[src/rtl/imem_loader_if.sv]
// Byte-stream input and instruction-memory write port of the program loader.
// The loader takes the slave view; the host/boot source and memory take the master view.
interface imem_loader_if #(
  parameter int ADDR_W = 8,
  parameter int DATA_W = 8
);
  logic [7:0]        in_data;
  logic              in_valid;
  logic              in_ready;
  logic              wr_en;
  logic [ADDR_W-1:0] wr_addr;
  logic [DATA_W-1:0] wr_data;

  modport master (
    output in_data, in_valid,
    input  in_ready, wr_en, wr_addr, wr_data
  );

  modport slave (
    input  in_data, in_valid,
    output in_ready, wr_en, wr_addr, wr_data
  );
endinterface

[src/rtl/imem_loader.sv]
// Loads a length/data/checksum byte stream into instruction memory, pads the rest
// with NOPs and keeps the CPU held in reset until a verified image is resident.
module imem_loader #(
  parameter int              ADDR_W   = 8,
  parameter int              DATA_W   = 8,
  parameter logic [DATA_W-1:0] NOP_WORD = 8'hF0
) (
  input  logic       clk,
  input  logic       rst_n,
  input  logic       start,
  imem_loader_if.slave bus,
  output logic       busy,
  output logic       done,
  output logic       error,
  output logic       cpu_hold
);

  localparam int CNT_W = ADDR_W + 1;

  typedef enum logic [2:0] {
    S_IDLE,
    S_LEN,
    S_DATA,
    S_CSUM,
    S_FILL,
    S_DONE,
    S_ERR
  } state_t;

  state_t state, next_state;

  logic [CNT_W-1:0]  count;
  logic [CNT_W-1:0]  n_len;
  logic [7:0]        sum;
  logic [7:0]        csum_total;
  logic              xfer;
  logic              last_data;
  logic              fill_end;

  logic              in_ready_d;
  logic              busy_d;
  logic              done_d;
  logic              error_d;
  logic              cpu_hold_d;
  logic              wr_en_d;
  logic [ADDR_W-1:0] wr_addr_d;
  logic [DATA_W-1:0] wr_data_d;

  assign xfer       = bus.in_valid & bus.in_ready;
  assign last_data  = ((count + CNT_W'(1)) == n_len);
  assign csum_total = sum + bus.in_data;
  // The extra counter bit marks "all 2^ADDR_W locations covered" without wrapping.
  assign fill_end   = count[ADDR_W];

  // State register; every status output and the write port are registered here.
  always_ff @(posedge clk or negedge rst_n) begin
    if (!rst_n) begin
      state        <= S_IDLE;
      bus.in_ready <= 1'b0;
      bus.wr_en    <= 1'b0;
      bus.wr_addr  <= '0;
      bus.wr_data  <= '0;
      busy         <= 1'b0;
      done         <= 1'b0;
      error        <= 1'b0;
      cpu_hold     <= 1'b1;
    end else begin
      state        <= next_state;
      bus.in_ready <= in_ready_d;
      bus.wr_en    <= wr_en_d;
      bus.wr_addr  <= wr_addr_d;
      bus.wr_data  <= wr_data_d;
      busy         <= busy_d;
      done         <= done_d;
      error        <= error_d;
      cpu_hold     <= cpu_hold_d;
    end
  end

  always_comb begin
    next_state = state;
    case (state)
      S_IDLE, S_DONE, S_ERR: begin
        if (start) next_state = S_LEN;
      end
      S_LEN: begin
        if (xfer) next_state = S_DATA;
      end
      S_DATA: begin
        if (xfer && last_data) next_state = S_CSUM;
      end
      S_CSUM: begin
        if (xfer) begin
          if (csum_total != 8'h00) next_state = S_ERR;
          else if (n_len[ADDR_W])  next_state = S_DONE;
          else                     next_state = S_FILL;
        end
      end
      S_FILL: begin
        if (fill_end) next_state = S_DONE;
      end
      default: next_state = S_IDLE;
    endcase
  end

  // Outputs are decoded from the upcoming state so they line up with it after the edge.
  always_comb begin
    in_ready_d = (next_state == S_LEN) || (next_state == S_DATA) || (next_state == S_CSUM);
    busy_d     = in_ready_d || (next_state == S_FILL);
    done_d     = (next_state == S_DONE);
    error_d    = (next_state == S_ERR);
    cpu_hold_d = (next_state != S_DONE);
    wr_en_d    = 1'b0;
    wr_addr_d  = bus.wr_addr;
    wr_data_d  = bus.wr_data;
    if ((state == S_DATA) && xfer) begin
      wr_en_d   = 1'b1;
      wr_addr_d = count[ADDR_W-1:0];
      wr_data_d = DATA_W'(bus.in_data);
    end else if ((state == S_FILL) && !fill_end) begin
      wr_en_d   = 1'b1;
      wr_addr_d = count[ADDR_W-1:0];
      wr_data_d = NOP_WORD;
    end
  end

  // Length, address counter and running checksum.
  always_ff @(posedge clk or negedge rst_n) begin
    if (!rst_n) begin
      count <= '0;
      n_len <= '0;
      sum   <= 8'h00;
    end else begin
      case (state)
        S_LEN: begin
          if (xfer) begin
            n_len <= (bus.in_data == 8'h00) ? {1'b1, {ADDR_W{1'b0}}} : CNT_W'(bus.in_data);
            count <= '0;
            sum   <= 8'h00;
          end
        end
        S_DATA: begin
          if (xfer) begin
            count <= count + CNT_W'(1);
            sum   <= sum + bus.in_data;
          end
        end
        S_FILL: begin
          if (!fill_end) count <= count + CNT_W'(1);
        end
        default: begin
          count <= count;
        end
      endcase
    end
  end

endmodule
[src/flat_wrapper.sv]
// flat-port wrapper written by rule: the top's interface ports become plain ports
module imem_loader_flat 
#(
  parameter int              ADDR_W   = 8,
  parameter int              DATA_W   = 8,
  parameter logic [DATA_W-1:0] NOP_WORD = 8'hF0
)
  (clk, rst_n, start, busy, done, error, cpu_hold, bus_in_data, bus_in_valid, bus_in_ready, bus_wr_en, bus_wr_addr, bus_wr_data);
  imem_loader_if #(.ADDR_W(ADDR_W), .DATA_W(DATA_W)) bus_i ();
  input  logic clk;
  input  logic rst_n;
  input  logic start;
  output logic busy;
  output logic done;
  output logic error;
  output logic cpu_hold;
  input wire logic [$bits(bus_i.in_data)-1:0] bus_in_data;
  input wire logic [$bits(bus_i.in_valid)-1:0] bus_in_valid;
  output wire logic [$bits(bus_i.in_ready)-1:0] bus_in_ready;
  output wire logic [$bits(bus_i.wr_en)-1:0] bus_wr_en;
  output wire logic [$bits(bus_i.wr_addr)-1:0] bus_wr_addr;
  output wire logic [$bits(bus_i.wr_data)-1:0] bus_wr_data;
  assign bus_i.in_data = bus_in_data;
  assign bus_i.in_valid = bus_in_valid;
  assign bus_in_ready = bus_i.in_ready;
  assign bus_wr_en = bus_i.wr_en;
  assign bus_wr_addr = bus_i.wr_addr;
  assign bus_wr_data = bus_i.wr_data;
  imem_loader #(.ADDR_W(ADDR_W), .DATA_W(DATA_W), .NOP_WORD(NOP_WORD)) u_core (.clk(clk), .rst_n(rst_n), .start(start), .bus(bus_i), .busy(busy), .done(done), .error(error), .cpu_hold(cpu_hold));
endmodule
[config.mk]
export PLATFORM = sky130hd
export DESIGN_NAME = imem_loader_flat
export DESIGN_NICKNAME = d
export VERILOG_FILES = /design/src/rtl/imem_loader_if.sv /design/src/rtl/imem_loader.sv /design/src/flat_wrapper.sv
export SDC_FILE = /design/constraint.sdc
export NUM_CORES = 1
export LEC_CHECK = 0
export CAP_MARGIN = 0
export CELL_PAD_IN_SITES_DETAIL_PLACEMENT = 1
export CELL_PAD_IN_SITES_GLOBAL_PLACEMENT = 1
export CORE_MARGIN = 1
export CORE_UTILIZATION = 39
export DETAILED_ROUTE_END_ITERATION = 12
export MAX_ROUTING_LAYER = met4
export PLACE_DENSITY_LB_ADDON = 0.1
export SLEW_MARGIN = 40
export SYNTH_ARGS = -nofsm -noshare
export SYNTH_HDL_FRONTEND = slang
export SYNTH_SLANG_ARGS = --single-unit
[constraint.sdc]
create_clock -name clk -period 7 [get_ports clk]
set_clock_uncertainty 0.05 [all_clocks]
set_input_delay 1.4 -clock clk [delete_from_list [all_inputs] [get_ports clk]]
set_output_delay 1.4 -clock clk [all_outputs]
set_load 0.1 [all_outputs]
After elaboration in Yosys (flattened, before gate mapping):

Index checks and enable logic that the tools add are counted.

* output and inout bits: 22
* input bits: 12
* register bits: 51

* reduce and logical (&&, ||, !) cells: 18
* multiplexer cells: 22
* equality and inequality tests: 17
* bitwise gates (word level): 1
* add/subtract/negate cells: 2

Operators with widths (count)
* $mux W8: 6
* $mux W9: 4
* $pmux W9 S3: 1
* $eq A3 B3 Y1 const B: 6
* $mux W3: 6
* $pmux W8 S2: 1
* $pmux W3 S5: 1
* $eq A3 B2 Y1 const B: 4
* $add A9 B1 Y9 const B: 1
* $eq A9 B9 Y1: 1
* $add A8 B8 Y8: 1
* $logic_not A8 Y1: 1
* $reduce_bool A8 Y1: 1
* $eq A3 B1 Y1 const B: 2
* $reduce_and A3 Y1: 2
* $ne A2 B1 Y1 const B: 2
* $reduce_and A4 Y1: 1
* $reduce_bool A2 Y1: 2
* $logic_and A1 B1 Y1: 3
* $logic_not A3 Y1: 1
* $logic_or A1 B1 Y1: 3
* $mux W1: 3
* $ne A3 B3 Y1 const B: 1
* $reduce_bool A3 Y1: 1
* other kinds (5): 5

Depth between registers and ports, before layout:

Gate-level depths: netlist (run 1).

* word-level depth: 9
* gate-level depth with buffers: 11
* mapped depth without buffers: 11

Worst setup path after synthesis (run 1):

OpenSTA, ideal clock, no wires.

* kind: input to register
* from: input bus_in_data[0]
* to: register u_core.busy
* setup time: 0.134 ns
* stages on the path: 11
* data arrival time: 3.165 ns
* setup slack: 3.652 ns
* path through: ha_1 -> inv_1 -> fa_1 -> nor2b_1 -> o22a_1 -> xor2_1 -> nor3_2 -> nand4_1 -> a31oi_2 -> a21boi_2 -> xnor2_1

* word-level cells in the longest chain between the ends: 9

RTL lines
* start, declared: RTL line flat_wrapper.sv:17 `input wire logic [$bits(bus_i.in_data)-1:0] bus_in_data;`
* $add A8 B8 Y8 (*): RTL line imem_loader.sv:51 `assign csum_total = sum + bus.in_data;`
* $reduce_bool A8 Y1 (*): RTL line imem_loader.sv:94 `if (csum_total != 8'h00) next_state = S_ERR;`
* $mux W3 (*): RTL line imem_loader.sv:94
* $mux W3 (*): RTL line imem_loader.sv:93 `if (xfer) begin`
* $pmux W3 S5 (*): RTL line imem_loader.sv:82 `case (state)`
* $eq A3 B1 Y1 or $eq A3 B2 Y1 (tied branches): RTL line imem_loader.sv:108 `in_ready_d = (next_state == S_LEN) || (next_state == S_DATA) || (next_state == S_CSUM);`
* $logic_or A1 B1 Y1 (2 in series): RTL line imem_loader.sv:108
* $logic_or A1 B1 Y1 (*): RTL line imem_loader.sv:109 `busy_d = in_ready_d || (next_state == S_FILL);`
* named net u_core.busy_d: RTL line imem_loader.sv:41 `logic busy_d;`
* end signal, assigned: RTL line imem_loader.sv:73 `busy <= busy_d;`
* end, declared: RTL line imem_loader.sv:12 `output logic busy,`

Mark *: on every way through the listed nets, which the timed path passes. The rest lies on a longest branch.
A chain may end at the register's enable or synchronous reset.

Final worst setup path (run 1):

Same ends and word-level chain as after synthesis.

==> results of run 1 <==
-- power breakdown --
group	switching (W)	total, W	leakage, nW	internal [W]
logic	0.000667	0.000925	0.738	0.000258
clock network	0.000109	0.000182	0.0489	0.0000727
registers	0.0000942	0.000496	0.638	0.000402
-- metal layers --
| layer | routed length [um] | global-route usage |
|---|---|---|
| met3 | 160 | 0.03754 |
| met1 | 3383 | 0.2853 |
| met2 | 3052 | 0.3110 |
| met5 | 0 | - |
| met4 | 53 | 0.04091 |
-- metrics by stage --
step,util,std cells
final,0.4589,409
after floorplan,-,286
after CTS,0.4589,409
after global placement,0.4613,401
after detailed placement,0.4455,401
after global routing,0.4589,409
-- critical path, stage by stage --
cell             delay, ns
clkdlybuf4s50_1       0.54
ha_1                  0.21
inv_1                 0.07
fa_1                  0.39
nor2b_1               0.20
o21ai_0               0.15
a211oi_2              0.26
nand4_1               0.16
a31oi_2               0.28
a21boi_2              0.23
xnor2_1               0.13
-- cell usage in the layout (no fill, tap or decap), types with 2 or more instances in the layout --
| cell type | instances |
|---|---|
| nor3b_1 | 4 |
| o31ai_1 | 4 |
| a31oi_1 | 2 |
| nand3b_1 | 2 |
| nor4_1 | 3 |
| nor2_1 | 10 |
| a211oi_2 | 3 |
| o21a_1 | 2 |
| mux2_2 | 7 |
| nand4_1 | 5 |
| xnor2_1 | 11 |
| xor2_1 | 11 |
| a221o_1 | 2 |
| o22a_1 | 5 |
| buf_4 | 2 |
| dfrtp_1 | 50 |
| o21ai_0 | 22 |
| buf_2 | 23 |
| nand3_1 | 16 |
| clkdlybuf4s50_1 | 10 |
| or2_1 | 2 |
| ha_1 | 9 |
| and2_1 | 2 |
| clkbuf_8 | 5 |
| inv_6 | 2 |
| a41oi_1 | 2 |
| a21oi_1 | 8 |
| a22o_1 | 3 |
| nor2b_1 | 3 |
| inv_1 | 11 |
| nor3_1 | 2 |
| nand2_1 | 49 |
-- state kept, by name, summed over array words and instances (netlist names) --
signal               cells
u_core.bus.wr_en         1
u_core.n_len             9
u_core.error             1
u_core.bus.in_ready      1
u_core.bus.wr_data       8
u_core.done              1
u_core.bus.wr_addr       8
u_core.sum               8
u_core.cpu_hold          1
u_core.count             9
u_core.state             3
u_core.busy              1
-- area by class of cell --
cell class,count,share of cell area
sequential,51,0.4097
tap,96,0.03852
clock buffer,5,0.02207
clock inverter,3,0.007223
timing repair buffer,35,0.07384
inverter,12,0.01445
multi-input combinational,207,0.4342
-- worst max path at each step --
stage	endpoint	slack, ns	cells past startpoint	start
final	u_core.busy	3.17	11	bus_in_data[0]
after floorplan	u_core.busy	3.65	11	bus_in_data[0]
after global placement	u_core.busy	2.94	12	bus_in_data[0]
after detailed placement	u_core.busy	2.81	12	bus_in_data[0]
after global routing	u_core.busy	3.02	11	bus_in_data[0]
after CTS	u_core.busy	3.15	12	bus_in_data[0]
-- logic make-up after synthesis --
| logic type | count (synthesis) | synth area share |
|---|---|---|
| compound gates | 63 | 0.1613 |
| xor+xnor | 22 | 0.07016 |
| fa+ha+maj | 11 | 0.05194 |
| buf+inv | 28 | 0.04282 |
| flops | 51 | 0.4651 |
| mux | 7 | 0.02870 |
| simple gates | 104 | 0.1800 |
==> metrics.txt, run 1 <==
worst r2r src u_core.count[0]; R2R Setup Slk 4.33 ns; CTS buffer count 5; Hold Crit Class reg -> reg; Rel. slew slack 0.5546; grt total ovfl 0; Synth Flop Type dfrtp_1; worst endpoint data arrival time 4.02 ns; RSZ-0062 raised after global routing false; Cell Pwr Density 514.2 mW/mm^2; vias in the first global route 2201; Ports 34; CTS root buf clkbuf_8; final hold violation count 0; crit path max fanout 4; post-synthesis net count 308; Resize count post-CTS 0; Synth top area share 0.4556; Peak Freq 0.2611 GHz; Worst Tran Pin Value ~0.67 ns; endpoints failing setup 0; # diodes 0; pre-CTS setup slack 2.811 ns; CTS clock-pin slew for the worst setup and hold paths about 0.10 ns; DRC 0; Fill cells between 700 and 800; Rows 30; largest area contributor in the netlist dfrtp_1; Worst EP required 7.19 ns; H-Tree Depth 2; final WL 6650 um; Post-Syn Area 0.002746 mm^2; Hold Buf Count CTS 0; TritonCTS clock tree done; # port buffers 33; share of cells above drive strength 1 0.1629; Setup TNS 0 ns; Worst Hold End u_core.bus.wr_addr[0]; reg2reg path depth 9; YS warnings 0; Nets 334; status finished clean; post-DR vias/cell roughly 5.2; Clock Path Buffers 2; Die W ~86 um; initial core utilization 0.4042; FF+latch area 0.001277 mm^2; worst setup margin 3.171 ns; # Post-CTS Setup Buffers 0; FFs w/ async S/R, synth 1.000; initial DRC count 91; DP Area 0.003027 mm^2; # clock sinks 51; GRT Resource Usage Total 0.2040; multi-input combinational cell area 0.001354 mm^2; core area 0.006794 mm^2; synthesis-stage register bit count 51; Mapped Cells 286; Slew Viols, Final 0; Final HPWL DP 4649 um; post-route cell area 0.003118 mm^2; HP Start u_core.bus.wr_addr[0]; clk_lat worst skew 0.31 ns; leakage 1.425 nW; average size of a mapped cell 9.603 um^2; ANT nets after route 0; gpl congestion 0.7837; hold_ws about 0.43 ns; maxcap violations 0; Area contributors post-synth dfrtp_1 46%, nand2_1 6.8%, ha_1 4.1%; initial antenna violation count 0; Synth top cells by count 50 x dfrtp_1, 50 x nand2_1, 22 x o21ai_0; maximum VDD drop 255.8 uV; Worst setup EP type flip-flop; Avg WL per Cell 16.26 um; post-synth cell types 50; Power Total 0.001603 W; largest net degree at the start of global routing 52; CP startpoint kind primary input; final worst-path cycle share 0.5471; drt pass-1 iters 4; r2r endpoint u_core.busy; die area 0.007381 mm^2; global-route wire length before repair 11390 um; P&R area growth vs syn 13.53%; Seq/Total Area, Yosys 0.4651; kind of critical path in -> reg; Hold Path Cell Cnt 2; number of synthesized flops with an enable pin 0; vias post-DR approximately 2.1k; Die Y 85.92 um; fin crit period 3.829 ns
Note: power is estimated with default switching activity, not from simulation.
==> run 2, diff against run 1 <==
- clock period: 7 -> 3.4 ns (I/O delays scaled with it)
==> metrics.txt, run 2 (synthesized netlist as in run 1, its figures left out) <==
Cell Pwr Density 1057 mW/mm^2 (+110%); CTS buffer count 5 (unchanged); Avg WL per Cell 16.63 um (+2.3%); TritonCTS clock tree done; Ports 34 (unchanged); worst endpoint data arrival time 3.29 ns (-0.73 ns); Hold Crit Class in -> async; Sw Share 0.5294 (-0.01383); initial core utilization 0.4042 (unchanged); worst r2r src u_core.count[0]; Nets 343 (+2.7%); fin crit period 3.108 ns; initial DRC count 83 (-8.8%); # port buffers 33 (unchanged); H-Tree Depth 2 (unchanged); Clock Path Buffers 2 (unchanged); # clock sinks 51 (unchanged); Final HPWL DP 5103 um (+9.8%); Slew Viols, Final 0 (unchanged); clk_lat worst skew 0.31 ns (about the same); largest net degree at the start of global routing 33 (-37%); Rel. slew slack 0.5904 (+0.03589); wl on met1 3484 um (+3.0%); Rows 30 (unchanged); FF+latch area 0.001277 mm^2 (unchanged); RSZ-0062 raised after global routing false; maxcap violations 0 (unchanged); grt total ovfl 0 (unchanged); maximum VDD drop 552.3 uV (+120%); DP Area 0.003147 mm^2 (+4.0%); Fill cells 798 (-0.13%); CTS clock-pin slew for the worst setup and hold paths 0.09 ns (about the same); GRT Resource Usage Total 0.2126 (+0.008574); post-DR vias/cell 5.301 (+1.3%); die area 0.007381 mm^2 (unchanged); Internal 0.001608 W (+120%); Hold Buf Count CTS 0 (unchanged); leakage 1.472 nW (+3.3%); P&R area growth vs syn 17.68%; DRC 0 (unchanged); Setup TNS 0 ns (unchanged); Worst EP required 3.58 ns (-3.61 ns); final WL 6953 um (+4.6%); post-route cell area 0.003232 mm^2 (+3.7%); Worst setup EP type flip-flop; gpl congestion 0.7840 (about the same); final worst-path cycle share 0.9141; core area 0.006794 mm^2 (unchanged); pre-CTS setup slack 0.005232 ns (-2.806 ns); Resize count post-CTS 0 (unchanged); share of cells above drive strength 1 0.1801 (+0.01718); initial antenna violation count 0 (unchanged); final hold violation count 0 (unchanged); ANT nets after route 0 (unchanged); CP startpoint kind primary input; Sequential Power Share 0.301 (-0.008); # Post-CTS Setup Buffers 0 (unchanged); Die Y 85.92 um (unchanged); r2r endpoint u_core.busy; # diodes 0 (unchanged); Clk pwr share 0.102 (-0.012); largest registers u_core.count x9, u_core.n_len x9; Gate power share 0.596 (+0.019); DR top layer met4; endpoints failing setup 0 (unchanged); vias in the first global route 2265 (+2.9%); Worst Tran Pin Value 0.6143 ns (-0.05383 ns); worst setup margin 0.2921 ns (-2.878 ns); met3 WL 187 um (+17%); Die W 85.92 um (unchanged); Core Util, Final 0.4757 (+0.01676); drt pass-1 iters 4 (unchanged); status finished clean; global-route wire length before repair 11730 um (+3.0%); reg2reg path depth 9 (unchanged); kind of critical path in -> reg; CTS root buf clkbuf_8; Peak Freq 0.3218 GHz; wire length on met2 3221 um (+5.5%); most frequent cells in the layout 50 x nand2_1, 50 x dfrtp_1, 33 x buf_4, 22 x o21ai_0, 16 x nand3_1; vias post-DR 2216 (+3.5%); P_sw 0.001809 W (+110%); multi-input combinational cell area 0.001351 mm^2 (-0.18%); crit path max fanout 4 (unchanged); R2R Setup Slk 0.69 ns (-3.64 ns)
## run 2: cell types whose count changed in the layout (fill, tap and decap cells not counted), sizes merged
| cell | delta |
|---|---|
| buf | +9 |
| clkbuf | +1 |
| clkinvlp | +1 |
| inv | -2 |
## run 2: worst max-delay path by stage
stage	from	end	slack [ns]	cells after the start
3_5_place_dp	bus_in_data[0]	u_core.busy	0.005	11
5_1_grt	bus_in_data[0]	u_core.busy	0.11	12
3_3_place_gp	bus_in_data[0]	u_core.busy	0.1	11
6_report	bus_in_data[0]	u_core.busy	0.29	11
2_1_floorplan	bus_in_data[0]	u_core.busy	0.77	11
4_1_cts	bus_in_data[0]	u_core.busy	0.32	11
## run 2: layer usage
metal / vias up / track usage
met4: 0 / 0.05000
met3: 6 / 0.03176
li1: 1074 / -
met1: 1107 / 0.2918
met5: - / -
met2: 29 / 0.3326
## run 2: layout make-up
class / count / share of cell area
Clock buffer: 6 / 0.02245
Clock inverter: 2 / 0.003871
Inverter: 12 / 0.01394
Multi-Input combinational cell: 207 / 0.4181
Sequential cell: 51 / 0.3953
Tap cell: 96 / 0.03717
Timing Repair Buffer: 44 / 0.1092
## run 2: power groups by stage
stage	clock network (W)	logic [W]	registers, W
2_1_floorplan	0	0.000947	0.00161
3_3_place_gp	0	0.00200	0.00103
3_5_place_dp	0	0.00204	0.00104
4_1_cts	0.000369	0.00205	0.00103
5_1_grt	0.000385	0.00220	0.00106
6_report	0.000350	0.00204	0.00103
## run 2: critical path: stages
cell and delay, ns:
clkdlybuf4s50_1 0.48, ha_1 0.19, inv_1 0.06, fa_1 0.39, xor2_1 0.33, nand2_1 0.11, nor3_2 0.22, nand4_1 0.14
a31oi_2 0.30, a21boi_2 0.24, xnor2_1 0.13
## run 2: stage by stage
stage                     hold WS (ns)  std cells  power, W
final                           0.2797        418  0.003416
after global routing            0.3124        418  0.003645
after detailed placement        0.4164        410  0.003086
after global placement          0.4106        410  0.003034
after CTS                       0.2904        418  0.003451
after floorplan                 0.3344        286  0.002558
